===== src/rtl/rom_boot_loader_if.sv =====
// Byte-stream handshake and ROM write port shared by the boot loader and its peers.
// master = loader side (accepts bytes, drives the ROM write port).
interface rom_boot_loader_if;
  logic        byte_valid;
  logic [7:0]  byte_data;
  logic        byte_ready;
  logic        rom_we;
  logic [31:0] rom_w_addr;
  logic [31:0] rom_w_data;

  modport master (
    input  byte_valid,
    input  byte_data,
    output byte_ready,
    output rom_we,
    output rom_w_addr,
    output rom_w_data
  );

  modport slave (
    output byte_valid,
    output byte_data,
    input  byte_ready,
    input  rom_we,
    input  rom_w_addr,
    input  rom_w_data
  );
endinterface


===== src/rtl/rom_boot_loader.sv =====
// Boot-load sequencer: takes a length-prefixed little-endian byte stream, writes each
// assembled word into inst_rom and keeps the core held until the image is complete.
module rom_boot_loader #(
  parameter logic [31:0] BASE_ADDR   = 32'h0000_0000,
  parameter int          MAX_WORDS   = 4096,
  parameter int          TIMEOUT_CYC = 1_000_000
) (
  input  logic               i_Clk,
  input  logic               i_reset,
  input  logic               i_start,
  rom_boot_loader_if.master  bus,
  output logic               o_cpu_hold,
  output logic               o_busy,
  output logic               o_done,
  output logic               o_err,
  output logic [12:0]        o_word_cnt
);

  localparam int              TO_W        = $clog2(TIMEOUT_CYC + 1);
  localparam logic [TO_W-1:0] TO_LAST     = TO_W'(TIMEOUT_CYC - 1);
  localparam logic [31:0]     MAX_WORDS_W = 32'(MAX_WORDS);

  typedef enum logic [2:0] {
    ST_IDLE  = 3'd0,
    ST_HDR   = 3'd1,
    ST_LOAD  = 3'd2,
    ST_WRITE = 3'd3,
    ST_DONE  = 3'd4,
    ST_ERR   = 3'd5
  } state_t;

  state_t          state_r;
  state_t          state_s;
  logic [1:0]      byte_idx_r;
  logic [23:0]     shift_r;
  logic [12:0]     n_words_r;
  logic [12:0]     word_cnt_r;
  logic [TO_W-1:0] to_cnt_r;
  logic            ready_r;
  logic            we_r;
  logic            hold_r;
  logic            busy_r;
  logic            done_r;
  logic            err_r;
  logic [31:0]     addr_r;
  logic [31:0]     data_r;

  logic            accept_s;
  logic            last_byte_s;
  logic            hdr_bad_s;
  logic            timeout_s;
  logic            last_word_s;
  logic            enter_hdr_s;
  logic [31:0]     word_s;

  // ready_r is only ever set in HDR/LOAD, so an accepted byte implies one of those states
  assign accept_s    = bus.byte_valid && ready_r;
  assign word_s      = {bus.byte_data, shift_r};
  assign last_byte_s = accept_s && (byte_idx_r == 2'd3);
  assign hdr_bad_s   = (word_s == 32'd0) || (word_s > MAX_WORDS_W);
  assign timeout_s   = !accept_s && (to_cnt_r == TO_LAST);
  assign last_word_s = ((word_cnt_r + 13'd1) == n_words_r);
  assign enter_hdr_s = (state_s == ST_HDR) && (state_r != ST_HDR);

  // State register
  always_ff @(posedge i_Clk) begin
    if (i_reset) begin
      state_r <= ST_IDLE;
    end else begin
      state_r <= state_s;
    end
  end

  // Next-state decode
  always_comb begin
    state_s = state_r;
    case (state_r)
      ST_IDLE: begin
        if (i_start) state_s = ST_HDR;
        else         state_s = ST_IDLE;
      end
      ST_HDR: begin
        if (last_byte_s) begin
          if (hdr_bad_s) state_s = ST_ERR;
          else           state_s = ST_LOAD;
        end else if (timeout_s) begin
          state_s = ST_ERR;
        end else begin
          state_s = ST_HDR;
        end
      end
      ST_LOAD: begin
        if (last_byte_s)    state_s = ST_WRITE;
        else if (timeout_s) state_s = ST_ERR;
        else                state_s = ST_LOAD;
      end
      ST_WRITE: begin
        if (last_word_s) state_s = ST_DONE;
        else             state_s = ST_LOAD;
      end
      ST_DONE: state_s = ST_IDLE;
      ST_ERR: begin
        if (i_start) state_s = ST_HDR;
        else         state_s = ST_ERR;
      end
      default: state_s = ST_IDLE;
    endcase
  end

  // Outputs decode the upcoming state so each one comes straight from a flop
  always_ff @(posedge i_Clk) begin
    if (i_reset) begin
      ready_r <= 1'b0;
      we_r    <= 1'b0;
      hold_r  <= 1'b0;
      busy_r  <= 1'b0;
      done_r  <= 1'b0;
      err_r   <= 1'b0;
      addr_r  <= 32'd0;
      data_r  <= 32'd0;
    end else begin
      ready_r <= (state_s == ST_HDR) || (state_s == ST_LOAD);
      busy_r  <= (state_s == ST_HDR) || (state_s == ST_LOAD) || (state_s == ST_WRITE);
      hold_r  <= (state_s == ST_HDR) || (state_s == ST_LOAD) || (state_s == ST_WRITE)
                 || (state_s == ST_ERR);
      done_r  <= (state_s == ST_DONE);
      err_r   <= (state_s == ST_ERR);
      we_r    <= (state_s == ST_WRITE);
      if (last_byte_s && (state_r == ST_LOAD)) begin
        addr_r <= BASE_ADDR + {17'd0, word_cnt_r, 2'b00};
        data_r <= word_s;
      end
    end
  end

  // Byte assembly, word bookkeeping and inter-byte idle timer
  always_ff @(posedge i_Clk) begin
    if (i_reset) begin
      byte_idx_r <= 2'd0;
      shift_r    <= 24'd0;
      n_words_r  <= 13'd0;
      word_cnt_r <= 13'd0;
      to_cnt_r   <= {TO_W{1'b0}};
    end else begin
      if (enter_hdr_s) begin
        byte_idx_r <= 2'd0;
      end else if (accept_s) begin
        byte_idx_r <= byte_idx_r + 2'd1;
      end
      if (accept_s) begin
        shift_r <= {bus.byte_data, shift_r[23:8]};
      end
      if ((state_r == ST_HDR) && last_byte_s && !hdr_bad_s) begin
        n_words_r  <= word_s[12:0];
        word_cnt_r <= 13'd0;
      end else if (state_r == ST_WRITE) begin
        word_cnt_r <= word_cnt_r + 13'd1;
      end
      if (enter_hdr_s || accept_s) begin
        to_cnt_r <= {TO_W{1'b0}};
      end else if ((state_r == ST_HDR) || (state_r == ST_LOAD)) begin
        to_cnt_r <= to_cnt_r + TO_W'(1);
      end
    end
  end

  assign bus.byte_ready = ready_r;
  assign bus.rom_we     = we_r;
  assign bus.rom_w_addr = addr_r;
  assign bus.rom_w_data = data_r;
  assign o_cpu_hold     = hold_r;
  assign o_busy         = busy_r;
  assign o_done         = done_r;
  assign o_err          = err_r;
  assign o_word_cnt     = word_cnt_r;

endmodule


===== src/flat_wrapper.sv =====
// flat-port wrapper written by rule: the top's interface ports become plain ports
module rom_boot_loader_flat 
#(
  parameter logic [31:0] BASE_ADDR   = 32'h0000_0000,
  parameter int          MAX_WORDS   = 4096,
  parameter int          TIMEOUT_CYC = 1_000_000
)
  (i_Clk, i_reset, i_start, o_cpu_hold, o_busy, o_done, o_err, o_word_cnt, bus_byte_valid, bus_byte_data, bus_byte_ready, bus_rom_we, bus_rom_w_addr, bus_rom_w_data);
  rom_boot_loader_if bus_i ();
  input  logic i_Clk;
  input  logic i_reset;
  input  logic i_start;
  output logic o_cpu_hold;
  output logic o_busy;
  output logic o_done;
  output logic o_err;
  output logic [12:0] o_word_cnt;
  input wire logic [$bits(bus_i.byte_valid)-1:0] bus_byte_valid;
  input wire logic [$bits(bus_i.byte_data)-1:0] bus_byte_data;
  output wire logic [$bits(bus_i.byte_ready)-1:0] bus_byte_ready;
  output wire logic [$bits(bus_i.rom_we)-1:0] bus_rom_we;
  output wire logic [$bits(bus_i.rom_w_addr)-1:0] bus_rom_w_addr;
  output wire logic [$bits(bus_i.rom_w_data)-1:0] bus_rom_w_data;
  assign bus_i.byte_valid = bus_byte_valid;
  assign bus_i.byte_data = bus_byte_data;
  assign bus_byte_ready = bus_i.byte_ready;
  assign bus_rom_we = bus_i.rom_we;
  assign bus_rom_w_addr = bus_i.rom_w_addr;
  assign bus_rom_w_data = bus_i.rom_w_data;
  rom_boot_loader #(.BASE_ADDR(BASE_ADDR), .MAX_WORDS(MAX_WORDS), .TIMEOUT_CYC(TIMEOUT_CYC)) u_core (.i_Clk(i_Clk), .i_reset(i_reset), .i_start(i_start), .bus(bus_i), .o_cpu_hold(o_cpu_hold), .o_busy(o_busy), .o_done(o_done), .o_err(o_err), .o_word_cnt(o_word_cnt));
endmodule

===== config.mk =====
export PLATFORM = sky130hd
export DESIGN_NAME = rom_boot_loader_flat
export DESIGN_NICKNAME = d
export VERILOG_FILES = /design/src/rtl/rom_boot_loader_if.sv /design/src/rtl/rom_boot_loader.sv /design/src/flat_wrapper.sv
export SDC_FILE = /design/constraint.sdc
export NUM_CORES = 1
export LEC_CHECK = 0
export ABC_AREA = 1
export CORE_MARGIN = 3
export CORE_UTILIZATION = 57
export DETAILED_ROUTE_END_ITERATION = 12
export GPL_TIMING_DRIVEN = 0
export PLACE_DENSITY = 0.86
export SYNTH_ARGS = -nofsm -noshare
export SYNTH_HDL_FRONTEND = slang
export SYNTH_SLANG_ARGS = --single-unit

===== constraint.sdc =====
create_clock -name i_Clk -period 5.8 [get_ports i_Clk]
set_input_delay 0.58 -clock i_Clk [delete_from_list [all_inputs] [get_ports i_Clk]]
set_output_delay 0.58 -clock i_Clk [all_outputs]
set_load 0.01 [all_outputs]

==> run summary <==
The flow ran to the end, and the final reports show no timing, DRC or antenna violations. The clock transition at the register clock pins on the worst setup and hold paths after CTS came out at 0.06 ns. CTS placed an instance of sky130_fd_sc_hd__clkbuf_8 at the clock tree root. For the total I/O pin count, the log shows 95. The highest net fanout along the worst path was 10. Counting flops and latches in the post-synthesis netlist gives 126. The final-report max-slew violation count was 0; the synthesis-to-layout area growth was 28.53%. After technology mapping, the gate count stands at 715.

Ranked by instance count, the synthesized netlist is headed by sky130_fd_sc_hd__dfxtp_1 (126), sky130_fd_sc_hd__nand2_1 (87), sky130_fd_sc_hd__o21ai_0 (86). The leading cell type by number of instances after synthesis was sky130_fd_sc_hd__dfxtp_1. Setup repair after global routing left no endpoint under its margin. The clock reaches the later pin of the worst-skew pair after 0.52 ns. The logs give 462 for the initial DRC count and 0.009051 ns for the final clock skew.

The standard cell core area is 8976 sq um, and the number of sinks handled by clock tree synthesis is 126. For this design the ratio of total power to cell area is 290.0 nW/um^2. The post-CTS setup buffer count was 0; the fraction of layout cells with a size suffix above 1 was 0.09048.

The routed layout has 5311 vias. The H-tree generated during clock tree synthesis spans 4 levels. Measured along the y axis, the die boundary spans 103.4 um.

Count of input and output buffers: 75. The run gives 0.7742 as the fraction of the core area covered by cells at the end of the flow. Kind of start point of the critical path: a primary input. The transition at the pin with the smallest max-transition slack was 0.9776 ns; the initial antenna violation count was 0.

The parity-gate share of the synthesized area counting xor and xnor cells was 0.03726. Once detailed placement completed, the half-perimeter wirelength came to 10080 um. The number of clock buffers added by TritonCTS is 17. Derived from the worst setup path, the maximum achievable clock frequency is 0.3678 GHz. Final hold analysis gives a worst-case slack of 0.5055 ns. The buffer and inverter count on the worst path came out at 3. For the number of global-route vias before repair, the log shows 5063. Across the VDD grid, the largest voltage drop is 0.2710 mV.

The largest stage delay on the critical path is 0.77 ns, and the max-slew headroom at the worst pin is 0.3459. The cell taking the most area after synthesis is sky130_fd_sc_hd__dfxtp_1. Largest delay contributor family on the critical path: simple AND/OR/NAND/NOR gates. Averaged over all synthesized cells, the footprint is 7.561 sq um.

For the worst setup path, the data arrival time is 3.17 ns. Final-report hold violation count: 0. The critical-path cell with the highest stage delay was sky130_fd_sc_hd__nor2_1.

The routability congestion estimate came out at 0.8758. The Yosys step of the flow raised 0 warnings. The complex-gate fraction of the synthesized area is 0.1722. For this design, the CTS-stage hold fixing added 0 buffers. Final clock period utilization by the worst path: 0.4688.

For the distinct cell type count of the synthesized netlist, the log shows 29. In the final timing run, aggregate negative setup slack is 0 ns. Summed over all layers, the routed wires come to 14380 um. The worst hold path belongs to the class reg2reg. After global routing the overflow that remains totals 0. The total of max-cap violations was 0. The initial core utilization is 0.6023, and the width of the die is 103.4 um. The arithmetic-cell share of the synthesized area counting full adders, half adders and majority gates came out at 0.006943.

For this run, design rule violations remaining after detail routing come to 0. The fraction of the mapped netlist area in simple logic gates was 0.2062; the number of flops mapped to enable cells by yosys was 0. The pin count of the biggest net entering global routing was 17. The wire length of the first global-routing pass is 23390 um, and the number of antenna repair diodes is 0. The time the final worst path needs with I/O delays and setup came out at 2.719 ns.

The floorplan has 34 rows. For the number of gates given a new drive strength after cts, the log shows 0. TritonCTS built the clock tree. The total global-route track usage is 0.2802, and the final net count is 842. The synthesized netlist occupies a cell area of 5406 sq um. The dominant combinational cell family by area after synthesis was simple AND/OR/NAND/NOR gates. The critical path goes through clkdlybuf4s50_1, nand2_2, inv_2, nand2_1, nor2_1, clkbuf_1, o21ai_0, nor2_1. By area the synthesized netlist is led by sky130_fd_sc_hd__dfxtp_1 (47%), sky130_fd_sc_hd__o21ai_0 (8.0%), sky130_fd_sc_hd__a21oi_1 (7.5%). The share of cell area taken by muxes after synthesis came out at 0.003703. The die covers 10690 sq um. The clock passes through at most 2 buffers. The number of nets with antenna violations after detailed routing was 0. Using the TritonRoute via totals, the vias-per-cell ratio works out to 5.498. The fraction of registers with async set or reset after synthesis is 0, and the required time of the worst setup path is 6.25 ns.

Setup violations remaining at the end of the flow were counted as 0. The critical path is of the in2reg type. The area share of the leading cell type in the synthesized netlist came out at 0.4666. The sequential element share of the synthesized area is 0.4666, and the static power due to leakage is 2.814 nW. For this run, the detailed router's first-pass iteration total came to 6. The tools report the endpoint class of the critical path as a flop.

In the final routed layout, each cell accounts on average for 14.88 um. The cell that appears most often on the critical path is sky130_fd_sc_hd__nor2_1. Most used flip-flop cell after synthesis: sky130_fd_sc_hd__dfxtp_1.
==> metrics by stage <==
stage / power [mW] / cells / instance area, sq um / setup WS, ns
floorplan: 0.9796 / 733 / 5474 / 3.762
global placement: 1.011 / 934 / 6382 / 2.803
detailed placement: 1.015 / 934 / 6382 / 2.681
CTS: 2.016 / 966 / 6949 / 3.139
global route: 2.074 / 966 / 6949 / 2.994
finish: 2.016 / 966 / 6949 / 3.081
==> worst paths after layout <==
path                        start                         to  slack, ns  cells past startpoint
max                bus_byte_valid  u_core.bus.rom_w_data[17]       3.08                      8
min            u_core.shift_r[19]         u_core.shift_r[19]       0.51                      2
max reg2reg  u_core.o_word_cnt[0]        u_core.to_cnt_r[19]       3.19                     14
min reg2reg    u_core.shift_r[19]         u_core.shift_r[19]       0.51                      2
==> power by group <==
group	internal (mW)	switching, mW	total (mW)
logic	0.0418	0.0709	0.113
registers	0.880	0.00853	0.889
clock network	0.583	0.431	1.01
total	1.50	0.511	2.02
==> per-layer routing <==
layer  GRT usage  vias to the layer above  routed length, um
li1            -                     2545                  -
met2      0.4765                      279               6976
met5           0                        -                  0
met3     0.07847                       66               1223
met4      0.1375                        0                463
met1      0.3235                     2421               5715
==> registers in the layout, indices dropped and copies added (netlist names), 2 cells and up <==
register	count
u_core.bus.rom_w_data	32
u_core.shift_r	24
u_core.to_cnt_r	20
u_core.bus.rom_w_addr	13
u_core.n_words_r	13
u_core.o_word_cnt	13
u_core.state_r	3
u_core.byte_idx_r	2
==> cells by family (layout without fill, tap and decap cells) <==
logic type,count (synthesis),after routing
mux,2,2
simple gates,251,251
other cells,1,19
compound gates,180,180
buf+inv,129,236
flops,126,126
xor+xnor,23,23
fa+ha+maj,3,3
==> worst reg2reg max path: cells and delay by family, from the launching register on <==
kind / cells / cell delay [ns]
DFF: 1 / 0.55
and+or+nand+nor: 12 / 1.51
buffers and inverters: 1 / 0.17
adders and majority gates: 1 / 0.32
==> final cells by class <==
| class | instances | area, sq um |
|---|---|---|
| sequential | 126 | 2522 |
| multi-input combinational | 478 | 2376 |
| fill | 623 | 2027 |
| timing repair buffer | 75 | 750.7 |
| clock buffer | 17 | 414.1 |
| inverter | 81 | 304.0 |
| buffer | 48 | 271.5 |
| tap | 126 | 157.7 |
| clock inverter | 15 | 152.6 |
==> placed cells by master, fill, tap and decap left out, types with 7 or more instances in the layout <==
master                            count
sky130_fd_sc_hd__clkbuf_16           16
sky130_fd_sc_hd__nand4_1             14
sky130_fd_sc_hd__inv_1               79
sky130_fd_sc_hd__buf_4               19
sky130_fd_sc_hd__clkdlybuf4s50_1     75
sky130_fd_sc_hd__nand3_1             40
sky130_fd_sc_hd__conb_1              19
sky130_fd_sc_hd__clkbuf_1            23
sky130_fd_sc_hd__dfxtp_1            126
sky130_fd_sc_hd__nor3_1               8
sky130_fd_sc_hd__a21oi_1             81
sky130_fd_sc_hd__xor2_1              17
sky130_fd_sc_hd__nor2_1              81
sky130_fd_sc_hd__nor2_2               7
sky130_fd_sc_hd__o21ai_0             86
sky130_fd_sc_hd__nand2_1             87
sky130_fd_sc_hd__a211oi_1            11
Power figures use the tool's default switching activity.
